## config.mk

```make
export PLATFORM = sky130hd
export DESIGN_NAME = ad7643_serial_reader
export DESIGN_NICKNAME = d
export VERILOG_FILES = /design/src/rtl/ad7643_pkg.sv /design/src/rtl/sync2.sv /design/src/rtl/ad7643_serial_reader.sv
export SDC_FILE = /design/constraint.sdc
export NUM_CORES = 1
export LEC_CHECK = 0
export CAP_MARGIN = 15
export CORE_AREA = 3 3 103 85
export CTS_CLUSTER_DIAMETER = 100
export DETAILED_ROUTE_END_ITERATION = 12
export DIE_AREA = 0 0 106 88
export GPL_TIMING_DRIVEN = 0
export PLACE_DENSITY = 0.71
export SLEW_MARGIN = 15
export SYNTH_ARGS = -nofsm -noshare
export SYNTH_HDL_FRONTEND = slang
export SYNTH_SLANG_ARGS = --single-unit
```

## constraint.sdc

```tcl
create_clock -name CLK -period 3.2 [get_ports CLK]
set_clock_uncertainty 0.1 [all_clocks]
set_input_delay 0.8 -clock CLK [delete_from_list [all_inputs] [get_ports CLK]]
set_output_delay 0.8 -clock CLK [all_outputs]
set_load 0.01 [all_outputs]
```

## src/rtl/ad7643_pkg.sv

```systemverilog
// Shared types and widths for the AD7643 serial-slave readout engine.
package ad7643_pkg;
  localparam int DATA_W   = 18;
  localparam int SH_CNT_W = $clog2(DATA_W);
  localparam int TMR_W    = 16;

  typedef enum logic [2:0] {IDLE, CNV, WBH, WBL, SHIFT, DONE} state_e;
endpackage

```

## src/rtl/sync2.sv

```systemverilog
// Two-flop synchroniser for a single asynchronous level.
module sync2 (
  input  logic clk_i,
  input  logic rst_ni,
  input  logic d_i,
  output logic q_o
);
  logic meta_q, sync_q;

  always_ff @(posedge clk_i or negedge rst_ni) begin
    if (!rst_ni) begin
      meta_q <= 1'b0;
      sync_q <= 1'b0;
    end else begin
      meta_q <= d_i;
      sync_q <= meta_q;
    end
  end

  assign q_o = sync_q;
endmodule

```

## src/rtl/ad7643_serial_reader.sv

```systemverilog
// Convert-and-read engine for one AD7643 in serial-slave mode; samples leave on a valid/ready port.
module ad7643_serial_reader
  import ad7643_pkg::*;
#(
  parameter int SCLK_HALF = 2,
  parameter int CNV_LOW   = 4,
  parameter int BUSY_TMO  = 255
) (
  input  logic              CLK,
  input  logic              RSTN,
  input  logic              EN,
  input  logic              CLR,
  output logic              ADCS,
  output logic              ADCNVST,
  output logic              ADSCLK,
  input  logic              ADSDOUT,
  input  logic              ADBUSY,
  output logic [DATA_W-1:0] SAMPLE,
  output logic              SVALID,
  input  logic              SREADY,
  output logic              OVF,
  output logic              TMO,
  output logic [15:0]       NSAMP
);
  state_e                state_q, state_d;
  logic [TMR_W-1:0]      tmr_q, tmr_d;
  logic [SH_CNT_W-1:0]   bit_q, bit_d;
  logic                  sclk_q, sclk_d;
  logic [DATA_W-1:0]     sh_q, sh_d;
  logic [DATA_W-1:0]     sample_q, sample_d;
  logic                  svalid_q, svalid_d;
  logic                  ovf_q, ovf_d;
  logic                  tmo_q, tmo_d;
  logic [15:0]           nsamp_q, nsamp_d;
  logic                  adcs_q, adcnvst_q;
  logic                  busy_s;

  sync2 u_busy_sync (.clk_i(CLK), .rst_ni(RSTN), .d_i(ADBUSY), .q_o(busy_s));

  always_comb begin
    state_d  = state_q;
    tmr_d    = tmr_q + TMR_W'(1);
    bit_d    = bit_q;
    sclk_d   = sclk_q;
    sh_d     = sh_q;
    sample_d = sample_q;
    svalid_d = svalid_q && !SREADY;
    ovf_d    = ovf_q;
    tmo_d    = tmo_q;
    nsamp_d  = nsamp_q;
    case (state_q)
      IDLE: begin
        tmr_d = '0;
        if (EN) state_d = CNV;
      end
      CNV: if (tmr_q == TMR_W'(CNV_LOW - 1)) begin
        state_d = WBH;
        tmr_d   = '0;
      end
      WBH: if (busy_s) begin
        state_d = WBL;
        tmr_d   = '0;
      end else if (tmr_q == TMR_W'(BUSY_TMO - 1)) begin
        tmo_d   = 1'b1;
        state_d = IDLE;
      end
      WBL: if (!busy_s) begin
        state_d = SHIFT;
        tmr_d   = '0;
        bit_d   = '0;
        sclk_d  = 1'b0;
      end else if (tmr_q == TMR_W'(BUSY_TMO - 1)) begin
        tmo_d   = 1'b1;
        state_d = IDLE;
      end
      SHIFT: if (tmr_q == TMR_W'(SCLK_HALF - 1)) begin
        // End of a half period: toggle SCLK; capture data just before each fall.
        tmr_d  = '0;
        sclk_d = !sclk_q;
        if (sclk_q) begin
          sh_d = {sh_q[DATA_W-2:0], ADSDOUT};
          if (bit_q == SH_CNT_W'(DATA_W - 1)) state_d = DONE;
          else                                 bit_d   = bit_q + SH_CNT_W'(1);
        end
      end
      DONE: begin
        tmr_d   = '0;
        state_d = EN ? CNV : IDLE;
        if (!svalid_q || SREADY) begin
          sample_d = sh_q;
          svalid_d = 1'b1;
          nsamp_d  = nsamp_q + 16'd1;
        end else begin
          ovf_d = 1'b1;
        end
      end
      default: state_d = IDLE;
    endcase
    if (CLR) begin
      ovf_d   = 1'b0;
      tmo_d   = 1'b0;
      nsamp_d = '0;
    end
  end

  always_ff @(posedge CLK or negedge RSTN) begin
    if (!RSTN) begin
      state_q   <= IDLE;
      tmr_q     <= '0;
      bit_q     <= '0;
      sclk_q    <= 1'b0;
      sh_q      <= '0;
      sample_q  <= '0;
      svalid_q  <= 1'b0;
      ovf_q     <= 1'b0;
      tmo_q     <= 1'b0;
      nsamp_q   <= '0;
      adcs_q    <= 1'b1;
      adcnvst_q <= 1'b1;
    end else begin
      state_q   <= state_d;
      tmr_q     <= tmr_d;
      bit_q     <= bit_d;
      sclk_q    <= sclk_d;
      sh_q      <= sh_d;
      sample_q  <= sample_d;
      svalid_q  <= svalid_d;
      ovf_q     <= ovf_d;
      tmo_q     <= tmo_d;
      nsamp_q   <= nsamp_d;
      // Pin strobes are decoded from next state so they leave flops aligned with state_q.
      adcs_q    <= (state_d == IDLE);
      adcnvst_q <= (state_d != CNV);
    end
  end

  assign ADCS    = adcs_q;
  assign ADCNVST = adcnvst_q;
  assign ADSCLK  = sclk_q;
  assign SAMPLE  = sample_q;
  assign SVALID  = svalid_q;
  assign OVF     = ovf_q;
  assign TMO     = tmo_q;
  assign NSAMP   = nsamp_q;
endmodule

```

==> metrics.md <==
| Metric | Value |
|---|---|
| Status | `complete, no violations` |
| DR iter-0 viols | `84` |
| Fin. max-slew vios | `0` |
| Syn nets | `332` |
| Hold_buf cts | `0` |
| Final critical path time including I/O delays and setup | `between 2 and 2.5 ns` |
| Worst Hold Class | `input pin to asynchronous set/reset pin` |
| Syn-to-layout area delta | `21.6%` |
| Post CTS Setup Buffer Count | `0` |
| Clk buf depth | `2` |
| Tot GR Track Use | `roughly 16%` |
| Placed Instances | `about 470` |
| Post-Route WL | `approximately 6.8 mm` |
| Reg2reg start | `tmr_q[1]` |
| Fin area | `between 4000 and 5000 sq um` |
| Post-synthesis sequential element count | `84` |
| Setup violators final | `0` |
| Largest net degree at the start of global routing | `between 40 and 50` |
| Final core occ | `59.1%` |
| Global route overflow | `0` |
| Crit Path Max Fanout | `7` |
| Metal3 WL | `~400 um` |
| IO Port Bufs | `45` |
| Vias | `2462` |
| Slew HR | `between 40% and 50%` |
| DIE WIDTH | `approximately 110 um` |
| Diodes inserted | `0` |
| # H-tree levels | `3` |
| Initial antenna violation count | `0` |
| Clock tree from TritonCTS | `yes` |
| Core footprint | `approximately 8000 sq um` |
| Main area contributors after synthesis | `dfrtp_1 54%, mux2_2 11%, xor2_1 4.6%` |
| Die footprint | `9330 sq um` |
| Highest metal used | `met4` |
| DRC | `0` |
| Post-synth cell types | `45` |
| FF-to-FF setup slack | `~0.97 ns` |
| Clock transition at the registers of the reported paths | `roughly 0.08 ns` |
| Top cell type's share of synthesized area | `a little over half` |
| Synth warn | `0` |
| Drt first pass iters | `4` |
| Vias/cell | `between 5 and 6` |
| Std-Cell Rows | `29` |
| Post-DP Area | `roughly 4400 sq um` |
| Syn avg cell area | `roughly 12 sq um` |
| Cts bufs inserted | `9` |
| CP Capture Type | `register` |
| Area of the multi-input gates | `1620 sq um` |
| Max Cap Viol | `0` |
| Initial Util | `48.6%` |
| Global-route wire length before repair | `between 10 and 15 mm` |
| Routed wl met2 | `between 2 and 3 mm` |
| Post-DP HPWL | `approximately 4.8 mm` |
| P_leak | `around 0.0021 uW` |
| Fillers | `669` |
| Detail Route Antenna Nets | `0` |
| Register area share after synthesis | `between 50 and 60%` |
| CP arrival | `about 2.5 ns` |
| # resized after CTS | `0` |
| Reg2Reg Depth | `7` |
| DR WL/cell | `between 10 and 15 um` |
| Syn Std Cell Area | `around 3800 sq um` |
| Capturing point of the worst reg2reg path | `sh_q[17]` |
| Final nets | `around 400` |
| Highest clock rate | `about 0.43 GHz` |
| Worst-margin pin slew | `0.791 ns` |
| Setup TNS | `0 ns` |
| M1 WL | `roughly 3.4 mm` |
| Root Buffer Master | `clkbuf_8` |
| Final period utilization | `approximately three quarters` |
| CP required | `3.34 ns` |
| Vias in the first global route | `between 2000 and 2500` |
| Leading area contributor after synthesis | `dfrtp_1` |
| CTS sink count | `84` |
| VDD IR max | `0.252 mV` |
| Share of post-route cells with drive strength above 1 | `about a fifth` |
| Worst-Skew Late Latency | `about 0.37 ns` |
| Storage element area | `around 2100 sq um` |
| Unrepaired setup endpoints after global routing | `false` |
| Final Non-Filler Cells | `approximately 500` |
| Die H | `a little under 90 um` |
| Post-Synthesis Cells | `between 300 and 400` |
| RD Place Congestion | `about 0.8` |
| Startpoint class of the critical path | `input pin` |
| Critical path class | `input pin to register` |
| Fin. Hold Viols | `0` |
| PD cells | `around 550 nW/um^2` |
| IO Count | `47` |
-- layout make-up --
| type | count | area share (%) |
|---|---|---|
| buffer | 8 | 1.19 |
| clock buffer | 10 | 2.97 |
| clock inverter | 6 | 1.62 |
| inverter | 8 | 0.648 |
| multi-input combinational | 219 | 35.0 |
| sequential | 84 | 45.4 |
| tap | 108 | 2.91 |
| timing repair buffer | 46 | 10.3 |
-- critical path, cell delays in order --
cell and delay (ns):
clkdlybuf4s50_1 0.46, nor2b_1 0.11, nor3_1 0.67, nand4_1 0.21, xor2_1 0.18, nor2_1 0.05
-- sequential cells by signal (all words and copies together) (netlist names), 3 cells and up --
register,flops
NSAMP,16
state_q,3
sh_q,18
tmr_q,16
SAMPLE,18
bit_q,5
-- metal layers --
layer / GRT usage [%] / up-vias
li1: - / 1209
met1: 22.5 / 1201
met2: 23.4 / 46
met3: 7.00 / 6
met4: 4.59 / 0
met5: 0 / -
-- worst max path at each step --
stage	start	cells past startpoint	slack (ns)	to
floorplan	tmr_q[1]	7	1.20	sh_q[0]
global placement	RSTN	1	-1.81	SAMPLE[4]
detailed placement	SREADY	6	0.48	NSAMP[15]
CTS	ADCS	1	0.86	ADCS
global route	SREADY	6	0.72	NSAMP[15]
finish	SREADY	6	0.85	NSAMP[15]
-- synthesized netlist by cell type (all sizes together) --
library cell  instances
a21o                  1
a21oi                 3
and2                  2
and2b                 3
and3                  4
and4                  2
buf                   7
clkbuf                1
dfrtp                82
dfstp                 2
ha                    6
inv                   8
mux2                 36
mux2i                 3
nand2                20
nand2b                5
nand3                19
nand3b                1
nand4                11
nor2                 43
nor2b                 3
nor3                  5
nor3b                 4
nor4                  6
nor4b                 1
o211ai                1
o21ai                 2
o21ba                 1
o22ai                 1
o311ai                1
o31ai                 1
or2                   1
or2b                  1
or4bb                 1
xnor2                11
xor2                 20
-- layout by cell type, fill, tap and decap left out, types with 2 or more instances in the layout --
cell and instances:
dfrtp_1 82, clkdlybuf4s50_1 44, nor2_1 42, mux2_2 36
nand2_1 20, xor2_1 20, nand3_1 19, xnor2_1 11
nand4_1 10, clkbuf_8 10, inv_1 8, ha_1 6
nand2b_1 5, nor3b_1 4, nor4_4 4, and3_1 4
nor3_1 4, nor2b_1 3, and2b_2 3, buf_4 3
mux2i_1 3, inv_6 3, dfstp_2 2, o21ai_0 2
buf_6 2, and4_1 2, and2_1 2, buf_2 2
a21oi_1 2
-- power breakdown --
part	internal, uW	switching (uW)	total (uW)	leakage, uW
clock	396	406	801	0.000106
sequential	1130	73.4	1200	0.00116
combinational	254	299	553	0.000840
-- through the flow --
step	hold slack, ns	power, uW	worst slack, ns
2_1_floorplan	0.231	1590	1.20
3_3_place_gp	0.271	1770	-1.81
3_5_place_dp	0.273	1780	0.482
4_1_cts	0.290	2610	0.859
5_1_grt	0.302	2700	0.715
6_report	0.293	2560	0.851
-- kinds of logic (layout without fill, tap and decap cells) --
group | after synthesis | after routing | synth area share [%]
xor gates and xnor gates | 31 | 31 | 7.12
AOI/OAI and AO/OA | 11 | 11 | 2.23
adders and majority gates | 6 | 6 | 1.97
and+or+nand+nor | 132 | 132 | 19.8
muxes | 39 | 39 | 11.4
buffers and inverters | 16 | 78 | 2.23
DFF | 84 | 84 | 55.2
No activity file was read; power rests on OpenSTA's default activity.
